`config.mk`:
```
export PLATFORM = sky130hd
export DESIGN_NAME = exe_pipe_stage_flat
export DESIGN_NICKNAME = d
export VERILOG_FILES = /design/src/rtl/exe_pipe_stage_if.sv /design/src/rtl/exe_pipe_stage.sv /design/src/flat_wrapper.sv
export SDC_FILE = /design/constraint.sdc
export NUM_CORES = 1
export LEC_CHECK = 0
export ABC_AREA = 1
export BUFFER_PORTS_ARGS = -buffer_cell sky130_fd_sc_hd__buf_2
export CAP_MARGIN = 40
export CORE_ASPECT_RATIO = 0.75
export CORE_MARGIN = 1.5
export CORE_UTILIZATION = 45
export DETAILED_ROUTE_END_ITERATION = 10
export HOLD_SLACK_MARGIN = 0.02
export PLACE_DENSITY_LB_ADDON = 0.15
export RECOVER_POWER = 25
export SYNTH_ARGS = -nofsm -noshare
export SYNTH_HDL_FRONTEND = slang
export SYNTH_SLANG_ARGS = --single-unit
```
`constraint.sdc`:
```
create_clock -name clk -period 2.7 [get_ports clk]
set_input_delay 0.27 -clock clk [delete_from_list [all_inputs] [get_ports clk]]
set_output_delay 0.27 -clock clk [all_outputs]
set_load 0.005 [all_outputs]
```
`src/rtl/exe_pipe_stage_if.sv`:
```
// rtl/exe_pipe_stage_if.sv - EXE-to-MEM stage handshake bundle (upstream entry in, downstream entry out)
interface exe_pipe_stage_if #(
    parameter int WORD_W = 32,
    parameter int DST_W  = 4,
    parameter int CTRL_W = 3
);
    logic              in_valid;
    logic              in_ready;
    logic [DST_W-1:0]  in_dst;
    logic [CTRL_W-1:0] in_ctrl;
    logic [WORD_W-1:0] in_alu_res;
    logic [WORD_W-1:0] in_val_rm;
    logic              out_valid;
    logic              out_ready;
    logic [DST_W-1:0]  out_dst;
    logic [CTRL_W-1:0] out_ctrl;
    logic [WORD_W-1:0] out_alu_res;
    logic [WORD_W-1:0] out_val_rm;

    // The stage itself
    modport slave (
        input  in_valid, in_dst, in_ctrl, in_alu_res, in_val_rm, out_ready,
        output in_ready, out_valid, out_dst, out_ctrl, out_alu_res, out_val_rm
    );

    // The surrounding pipeline (EXE producer and MEM consumer)
    modport master (
        output in_valid, in_dst, in_ctrl, in_alu_res, in_val_rm, out_ready,
        input  in_ready, out_valid, out_dst, out_ctrl, out_alu_res, out_val_rm
    );
endinterface

```
`src/rtl/exe_pipe_stage.sv`:
```
// rtl/exe_pipe_stage.sv - EXE-to-MEM stage register with valid/ready, flush; EXE_PIPE_SKID_EN adds a skid entry
module exe_pipe_stage #(
    parameter int WORD_W = 32,
    parameter int DST_W  = 4,
    parameter int CTRL_W = 3
) (
    input  logic            clk,
    input  logic            rst,
    input  logic            flush,
    exe_pipe_stage_if.slave bus
);
    typedef struct packed {
        logic [DST_W-1:0]  dst;
        logic [CTRL_W-1:0] ctrl;
        logic [WORD_W-1:0] alu_res;
        logic [WORD_W-1:0] val_rm;
    } entry_t;

    entry_t in_ent;
    entry_t main_q, main_d;
    logic   main_valid_q, main_valid_d;
    logic   in_ready;
    logic   accept;
    logic   retire;

    assign in_ent = {bus.in_dst, bus.in_ctrl, bus.in_alu_res, bus.in_val_rm};
    assign accept = bus.in_valid && in_ready;
    assign retire = main_valid_q && bus.out_ready;

`ifdef EXE_PIPE_SKID_EN
    entry_t skid_q, skid_d;
    logic   skid_valid_q, skid_valid_d;
    logic   rdy_q, rdy_d;

    assign in_ready = rdy_q && !flush;

    // Main always holds the oldest entry; skid is only occupied while main is full.
    always_comb begin
        main_d       = main_q;
        main_valid_d = main_valid_q;
        skid_d       = skid_q;
        skid_valid_d = skid_valid_q;
        if (flush) begin
            main_valid_d = 1'b0;
            main_d.ctrl  = '0;
            skid_valid_d = 1'b0;
            skid_d.ctrl  = '0;
        end else if (!main_valid_q || retire) begin
            if (skid_valid_q) begin
                main_d       = skid_q;
                main_valid_d = 1'b1;
                if (accept) begin
                    skid_d = in_ent;
                end else begin
                    skid_valid_d = 1'b0;
                    skid_d.ctrl  = '0;
                end
            end else if (accept) begin
                main_d       = in_ent;
                main_valid_d = 1'b1;
            end else begin
                main_valid_d = 1'b0;
                main_d.ctrl  = '0;
            end
        end else if (accept) begin
            skid_d       = in_ent;
            skid_valid_d = 1'b1;
        end
        rdy_d = !skid_valid_d;
    end

    always_ff @(posedge clk or posedge rst) begin
        if (rst) begin
            skid_q       <= '0;
            skid_valid_q <= 1'b0;
            rdy_q        <= 1'b1;
        end else begin
            skid_q       <= skid_d;
            skid_valid_q <= skid_valid_d;
            rdy_q        <= rdy_d;
        end
    end
`else
    assign in_ready = !flush && (!main_valid_q || bus.out_ready);

    // Payload only moves on accept; ctrl is zeroed whenever the entry goes invalid.
    always_comb begin
        main_d       = main_q;
        main_valid_d = main_valid_q;
        if (flush) begin
            main_valid_d = 1'b0;
            main_d.ctrl  = '0;
        end else if (accept) begin
            main_d       = in_ent;
            main_valid_d = 1'b1;
        end else if (retire) begin
            main_valid_d = 1'b0;
            main_d.ctrl  = '0;
        end
    end
`endif

    always_ff @(posedge clk or posedge rst) begin
        if (rst) begin
            main_q       <= '0;
            main_valid_q <= 1'b0;
        end else begin
            main_q       <= main_d;
            main_valid_q <= main_valid_d;
        end
    end

    assign bus.in_ready    = in_ready;
    assign bus.out_valid   = main_valid_q;
    assign bus.out_dst     = main_q.dst;
    assign bus.out_ctrl    = main_q.ctrl;
    assign bus.out_alu_res = main_q.alu_res;
    assign bus.out_val_rm  = main_q.val_rm;
endmodule
```
`src/flat_wrapper.sv`:
```
// flat-port wrapper written by rule: the top's interface ports become plain ports
module exe_pipe_stage_flat 
#(
    parameter int WORD_W = 32,
    parameter int DST_W  = 4,
    parameter int CTRL_W = 3
)
  (clk, rst, flush, bus_in_valid, bus_in_dst, bus_in_ctrl, bus_in_alu_res, bus_in_val_rm, bus_out_ready, bus_in_ready, bus_out_valid, bus_out_dst, bus_out_ctrl, bus_out_alu_res, bus_out_val_rm);
  exe_pipe_stage_if #(.WORD_W(WORD_W), .DST_W(DST_W), .CTRL_W(CTRL_W)) bus_i ();
  input  logic clk;
  input  logic rst;
  input  logic flush;
  input wire logic [$bits(bus_i.in_valid)-1:0] bus_in_valid;
  input wire logic [$bits(bus_i.in_dst)-1:0] bus_in_dst;
  input wire logic [$bits(bus_i.in_ctrl)-1:0] bus_in_ctrl;
  input wire logic [$bits(bus_i.in_alu_res)-1:0] bus_in_alu_res;
  input wire logic [$bits(bus_i.in_val_rm)-1:0] bus_in_val_rm;
  input wire logic [$bits(bus_i.out_ready)-1:0] bus_out_ready;
  output wire logic [$bits(bus_i.in_ready)-1:0] bus_in_ready;
  output wire logic [$bits(bus_i.out_valid)-1:0] bus_out_valid;
  output wire logic [$bits(bus_i.out_dst)-1:0] bus_out_dst;
  output wire logic [$bits(bus_i.out_ctrl)-1:0] bus_out_ctrl;
  output wire logic [$bits(bus_i.out_alu_res)-1:0] bus_out_alu_res;
  output wire logic [$bits(bus_i.out_val_rm)-1:0] bus_out_val_rm;
  assign bus_i.in_valid = bus_in_valid;
  assign bus_i.in_dst = bus_in_dst;
  assign bus_i.in_ctrl = bus_in_ctrl;
  assign bus_i.in_alu_res = bus_in_alu_res;
  assign bus_i.in_val_rm = bus_in_val_rm;
  assign bus_i.out_ready = bus_out_ready;
  assign bus_in_ready = bus_i.in_ready;
  assign bus_out_valid = bus_i.out_valid;
  assign bus_out_dst = bus_i.out_dst;
  assign bus_out_ctrl = bus_i.out_ctrl;
  assign bus_out_alu_res = bus_i.out_alu_res;
  assign bus_out_val_rm = bus_i.out_val_rm;
  exe_pipe_stage #(.WORD_W(WORD_W), .DST_W(DST_W), .CTRL_W(CTRL_W)) u_core (.clk(clk), .rst(rst), .flush(flush), .bus(bus_i));
endmodule
```
Word-level counts from Yosys, hierarchy flattened
Index checks and enable logic that the tools add are counted.
{"block": "classes", "n_mux": 6, "bitwise_logic": 1, "reduce_logical": 8}
{"op": "$mux W3", "count": 3}
{"op": "$logic_and A1 B1 Y1", "count": 3}
{"op": "$mux W1", "count": 3}
{"op": "$reduce_bool A3 Y1", "count": 1}
{"op": "$logic_not A1 Y1", "count": 2}
{"op": "$reduce_and A2 Y1", "count": 1}
{"op": "$logic_or A1 B1 Y1", "count": 1}
{"op": "$not A1 Y1", "count": 1}
{"block": "word_totals", "regBits": 72, "inputBits": 76, "elab_cells": 20}

Logic depth before layout (Yosys ltp)
Gate-level depths: netlist of run 1.
{"block": "logic_depth", "word_depth": 6, "depth_mapped": 7, "ltp_nobuf": 5}

Worst setup path after synthesis of run 1
OpenSTA, ideal clock, no wires.
{"block": "synth_path", "kind": "register -> register", "startpoint": "register u_core.main_valid_q (netlist: u_core.bus.out_valid)", "endpoint": "register u_core.main_q (netlist bit u_core.bus.out_alu_res[0])", "setup_time_ps": 117, "arrival_time_ps": 953, "slack_ps": 1630, "stages_incl_launch_ff": 7, "path_buffers": 2, "cell_sequence": "dfrtp_1 nand2_1 nand3_2 buf_4 buf_6 nand2_1 nand2_1"}
{"block": "synth_between", "elab_chain_cells": 5}
{"element": "from (decl)", "line": "exe_pipe_stage.sv:21", "text": "logic main_valid_q, main_valid_d;"}
{"element": "from (signal assigned)", "line": "exe_pipe_stage.sv:109", "text": "main_valid_q <= main_valid_d;"}
{"element": "$logic_not A1 Y1", "line": "exe_pipe_stage.sv:84", "text": "assign in_ready = !flush && (!main_valid_q || bus.out_ready);"}
{"element": "$logic_or A1 B1 Y1", "line": "exe_pipe_stage.sv:84"}
{"element": "$logic_and A1 B1 Y1", "line": "exe_pipe_stage.sv:84"}
{"element": "$logic_and A1 B1 Y1", "line": "exe_pipe_stage.sv:27", "text": "assign accept = bus.in_valid && in_ready;"}
{"element": "$reduce_and A2 Y1 (no source line)"}
{"element": "to (signal assigned)", "line": "exe_pipe_stage.sv:108", "text": "main_q <= main_d;"}
{"element": "to (decl)", "line": "exe_pipe_stage.sv:20", "text": "entry_t main_q, main_d;"}
Every way passes these cells.
A chain may end at the register's enable or synchronous reset.

==> results.toml, run 1 <==
[worst_setup_path]
worstPathRequired_ns = 3.19
timing.rr.start = "u_core.bus.out_valid"
start_kind = "primary input"
critical_path.slowest_cell = "inv_1"
rr_worst_depth = 5
critPathMaxFanout = 26
regToRegSetupSlack_ns = 1.10
path_cells = "dlygate4sd3_1 -> buf_2 -> inv_1 -> buf_4"
crit_arrival_ns = 2.10
critPathMaxStageDelay_ns = 0.69
worstReg2RegEnd = "u_core.bus.out_ctrl[1]"
crit_type = "in2async"
end_kind = "async pin"

[die]
row_count = 25
pin_count = 149
design.die.area_um2 = 7210
coreArea_um2 = 6380
initial_core_util = 0.473
die-height_um = 73.9
die_x_um = 97.6

[sta]
setup_viol = 0
fmax_ghz = 0.622
rsz0062_at_grt = "false"
timing.hold.ws_ns = 0.128
slew_headroom = 0.356
fin_skew_ns = 0.00851
period_needed_ns = 1.61
fin_crit_sh = 0.595
hold_viol_final = 0
tns_ns = 0
slew_viol_final = 0
setup_ws_ns = 1.09
tightest_slew_ns = 0.965

[placement]
dp_hpwl_um = 4920
io_buffer_count = 148
dp_slack_ns = 1.13
routabilityCongestion = 0.782

[synthesis]
synthTopCellsByArea = "dfrtp_1 (60%), nand2_1 (18%), nand4_1 (15%), buf_4 (2.5%), buf_2 (2.2%)"
netlist_top_cells_count = "nand2_1 (142), dfrtp_1 (72), nand4_1 (71)"
yosysTopAreaCellShare = 0.597
synth-main-ff-cell = "dfrtp_1"
synth_top_cell_by_area = "dfrtp_1"
synth_area_per_cell_um2 = 9.23
ys_ff_latch = 72
synth_edf_count = 0
syn_area_um2 = 3020
ys_async_sr_fraction = 1.00
synthCells = 327
ys_types = 12
yosysWarnings = 0
seq_area_frac_synth = 0.597
yosysMostFrequentCell = "nand2_1"
synth_fp_nets = 403

[detailed_routing]
via_per_inst = 5.13
antenna_left = 0
wirelength_um = 7810
avgRoutedWirePerCell_um = 14.3
drtPass1Iterations = 4
drc = 0
drt_iter0_markers = 175
num_vias = 2807

[power]
p_leak_uw = 0.00222
p_total_uw = 2480
ir_worst_vdd_mv = 0.240
p_per_area_nw_per_um2 = 640

[cells_and_area]
utilization = 0.606
area_growth_pct = 28.2
nets = 538
layout-drive-gt1-share = 0.337
num_antenna_cells = 0

[grt]
grt_use_total = 0.224
grt_max_degree = 75
antenna_found_initial = 0
grt_pass1_vias = 2580
gr-total-overflow = 0
grt_pass1_wl_um = 12700

[clocking]
post_cts_buffers = 0
clock_path_buffers = 2
clock-sinks = 72
path_clk_slew_ns = 0.07
ctsResizeCount = 0
cts_tree = "done"
clock_latency_ns = 0.34
cts_max_level = 3
root_buffer = "clkbuf_8"
cts_buffers = 9
cts_hold_buf = 1

[hold_path]
hold_depth = 2
worstHoldStart = "flush"
hp-class = "in2reg"
whs_endpoint = "u_core.bus.out_valid"

[run]
maxCapViolCount = 0

[outcome]
status = "finished clean"
-- through the flow --
| step | cells | instance area [um2] |
|---|---|---|
| after floorplan | 327 | 3020 |
| after global placement | 531 | 3720 |
| after detailed placement | 531 | 3720 |
| after CTS | 547 | 3890 |
| after global routing | 547 | 3870 |
| final | 547 | 3870 |
-- cells in the final DEF, fill, tap and decap left out --
cell type and instances:
a21oi_1 2, buf_2 135, buf_4 6, clkbuf_1 15, clkbuf_8 9, clkinv_2 3, clkinvlp_4 1, dfrtp_1 72
dlygate4sd3_1 1, inv_1 4, inv_2 1, nand2_1 141, nand2_2 1, nand3_1 3, nand3_2 1, nand4_1 71
-- worst max-delay path: cells and delay by family --
kind | cells | cell delay [ns]
buf+inv | 4 | 1.82
-- registers in the layout, indices dropped and copies added (netlist names) --
register and cells:
u_core.bus.out_val_rm 32, u_core.bus.out_alu_res 32, u_core.bus.out_ctrl 3, u_core.bus.out_dst 4
u_core.bus.out_valid 1
-- area by class of cell --
type	instances	area, um2
inverter	5	18.8
sequential	72	1800
multi-input combinational	219	1010
fill	593	2510
timing repair buffer	155	779
tap	81	101
clock inverter	4	22.5
clock buffer	11	131
-- kinds of logic (layout without fill, tap and decap cells) --
logic type | count (synthesis) | after routing | share of synthesized area
flip-flops | 72 | 72 | 0.597
buffers and inverters | 36 | 175 | 0.0676
AO/OA/AOI/OAI | 2 | 2 | 0.00332
AND/OR/NAND/NOR | 217 | 217 | 0.332
-- report_power, final --
group	internal [uW]	switching, uW
clock network	324	377
logic	207	260
registers	1230	79.6
-- metal layers --
metal / vias up / routed length [um] / track usage
li1: 1376 / - / -
met1: 1306 / 3550 / 0.314
met2: 112 / 3470 / 0.322
met3: 13 / 661 / 0.0809
met4: 0 / 123 / 0.0841
met5: - / 0 / 0
-- worst max-delay path by stage --
| stage | to | slack, ns | from | cells past startpoint |
|---|---|---|---|---|
| finish | u_core.bus.out_alu_res[15] | 1.09 | rst | 4 |
| global route | u_core.bus.out_alu_res[23] | 0.86 | rst | 4 |
| CTS | u_core.bus.out_ctrl[1] | 1.12 | u_core.bus.out_valid | 5 |
| detailed placement | u_core.bus.out_ctrl[1] | 1.13 | u_core.bus.out_valid | 5 |
| global placement | u_core.bus.out_ctrl[2] | 1.18 | u_core.bus.out_valid | 5 |
| floorplan | u_core.bus.out_alu_res[0] | 0.61 | rst | 1 |
Power figures use the tool's default switching activity.
==> run 2, diff against run 1 <==
- ABC_AREA: 1 -> 0
- CORE_UTILIZATION: 45 -> 44
- clock period: 2.7 -> 1.5 ns (I/O delays scaled with it)
==> run 2 against run 1 <==
  * The run now ends with setup timing left
  * Critical path depth increased by 1
  * Sequential share of layout area decreased by 4.5 points
  * Via count decreased by 27%
  * Power increased by 120%
  * Sequential power increased by 85%
  * Core utilization increased by 12 points
  * First-iteration DRC count decreased by 70%
  * Combinational power increased by 130%
  * Global-route usage decreased by 3.7 points
  * Setup slack got worse by 1.1 ns
  * Largest cell class unchanged
==> results.toml, run 2 <==
[worst_setup_path]
worstPathRequired_ns = 1.72
critPathMaxFanout = 16
regToRegSetupSlack_ns = -0.01
crit_type = "reg2reg"
rr_worst_depth = 5
path_cells = "nor2b_4 -> nor3b_4 -> buf_6 -> buf_12 -> mux2_2"
start_kind = "flop"
worstReg2RegEnd = "u_core.bus.out_alu_res[16]"
critical_path.slowest_cell = "dfrtp_1"
crit_arrival_ns = 1.74
timing.rr.start = "u_core.bus.out_valid"
critPathMaxStageDelay_ns = 0.38
end_kind = "flop"

[clocking]
cts_buffers = 9
clock-sinks = 72
path_clk_slew_ns = 0.07
cts_tree = "done"
clock_latency_ns = 0.34
cts_max_level = 3
root_buffer = "clkbuf_8"
clock_path_buffers = 2

[cells_and_area]
n_fill_cell = 424
layout-drive-gt1-share = 0.682
layout_common_cells = "buf_2 (147), dfrtp_1 (72), mux2_2 (31)"
num_antenna_cells = 0
mostFrequentLayoutCell = "buf_2"
nets = 423
area_growth_pct = 57.5

[synthesis]
synth-main-ff-cell = "dfrtp_1"
ys_ff_latch = 72
ys_async_sr_fraction = 1.00
yosysWarnings = 0
ys_types = 13
synth_area_per_cell_um2 = 16.9
synth_fp_nets = 237
yosysTopAreaCellShare = 0.663
synth_top_cell_by_area = "dfrtp_1"
netlist_top_cells_count = "dfrtp_1 (72), mux2_2 (48), mux2_1 (20)"
syn_area_um2 = 2720
seq_area_frac_synth = 0.663
synthTopCellsByArea = "dfrtp_1 (66%), mux2_2 (20%), mux2_1 (8.3%), a32oi_1 (0.97%), buf_6 (0.83%)"
synthCells = 161
synth_edf_count = 0
yosysMostFrequentCell = "dfrtp_1"

[detailed_routing]
drt_iter0_markers = 52
antenna_left = 0
wirelength_um = 6490
drtPass1Iterations = 4
drc = 0
via_per_inst = 4.75
num_vias = 2041
avgRoutedWirePerCell_um = 15.1

[grt]
antenna_found_initial = 0
gr-total-overflow = 0
grt_max_degree = 35
grt_pass1_wl_um = 9270
grt_use_total = 0.186
grt_pass1_vias = 2044

[hold_path]
hold_depth = 2
worstHoldStart = "bus_in_alu_res[12]"
whs_endpoint = "u_core.bus.out_alu_res[12]"
hp-class = "in2reg"

[die]
die-height_um = 71.1
design.die.area_um2 = 6660
die_x_um = 93.8
initial_core_util = 0.462
row_count = 24
coreArea_um2 = 5890
pin_count = 149

[sta]
slew_viol_final = 0
rsz0062_at_grt = "true"
fin_crit_sh = 1.01
tightest_slew_ns = 0.806
hold_viol_final = 0
period_needed_ns = 1.51
fin_skew_ns = 0.00374
timing.hold.ws_ns = 0.0361
setup_viol = 14
setup_ws_ns = -0.0144
slew_headroom = 0.460
fmax_ghz = 0.660

[placement]
io_buffer_count = 148
dp_hpwl_um = 4310
routabilityCongestion = 0.772
dp_slack_ns = -0.0473

[outcome]
violations = "setup timing"
status = "finished, violations left"

[power]
p_leak_uw = 0.00215
ir_worst_vdd_mv = 0.773
p_total_uw = 5410
p_per_area_nw_per_um2 = 1260

[run]
maxCapViolCount = 0
run 2: cell types whose count changed after synthesis, sizes merged, moves of 2 or more:
cell	change
a21oi	-2
a32oi	+3
buf	-19
clkbuf	-5
inv	-4
mux2	+68
nand2	-142
nand3	-4
nand4	-71
nor2	+6
run 2: stage by stage:
| stage | setup TNS, ns | std cells | cell area [um2] | util |
|---|---|---|---|---|
| 3_3_place_gp | 0 | 389 | 3630 | 0.616 |
| 5_1_grt | -3.51 | 430 | 4280 | 0.727 |
| 4_1_cts | -0.731 | 426 | 4100 | 0.696 |
| 6_report | -0.0775 | 430 | 4280 | 0.727 |
| 3_5_place_dp | -0.635 | 389 | 3630 | 0.616 |
| 2_1_floorplan | -0.245 | 161 | 2730 | - |
run 2: power by group:
group / switching (uW) / internal [uW]
Clock: 696 / 1190
Combinational: 394 / 699
Sequential: 163 / 2260
Total: 1250 / 4150
run 2: routing by layer:
metal | GRT usage | part of all wire | wire [um] | up-vias
met1 | 0.210 | 0.42 | 2700 | 996
met4 | 0.0796 | 0.020 | 131 | 0
met3 | 0.0839 | 0.087 | 565 | 13
met5 | 0 | 0 | 0 | -
met2 | 0.308 | 0.48 | 3100 | 91
li1 | - | - | - | 941
run 2: worst max path at each step:
stage | cells past startpoint | startpoint | slack [ns] | endpoint
floorplan | 5 | u_core.bus.out_valid | -0.01 | u_core.bus.out_alu_res[0]
global placement | 4 | u_core.bus.out_valid | 0.004 | u_core.bus.out_val_rm[31]
detailed placement | 4 | u_core.bus.out_valid | -0.05 | u_core.bus.out_alu_res[22]
CTS | 4 | u_core.bus.out_valid | -0.04 | u_core.bus.out_val_rm[9]
global route | 5 | u_core.bus.out_valid | -0.08 | u_core.bus.out_alu_res[18]
finish | 5 | u_core.bus.out_valid | -0.01 | u_core.bus.out_alu_res[16]
run 2: kinds of logic (layout without fill, tap and decap cells):
family | Yosys count | in the layout | share of synthesized area
and+or+nand+nor | 9 | 9 | 0.0225
AOI/OAI and AO/OA | 3 | 3 | 0.00967
DFF | 72 | 72 | 0.663
buffers and inverters | 8 | 199 | 0.0198
muxes | 69 | 69 | 0.285
run 2: cell type report:
class	instances	area [um2]	area share
clock inverter	5	103	0.0240
inverter	1	5.00	0.00117
clock buffer	11	151	0.0354
timing repair buffer	182	1150	0.268
tap	78	97.6	0.0228
sequential	72	1800	0.421
multi-input combinational	81	976	0.228
run 2: timing repair:
action | CTS | global route
hold buffers | 21 | 0
pin swaps | 0 | 0
setup endpoints to repair | 34 | 66
hold endpoints to repair | 36 | 0
gates resized for setup | 1 | 35
cloned | 0 | 3
setup buffers | 0 | 1
run 2: critical path: cells and delay by family (launching register included):
family                 cells  cell delay, ns
multiplexers               1            0.34
AND/OR/NAND/NOR            2            0.38
buffers and inverters      2            0.30
flip-flops                 1            0.38
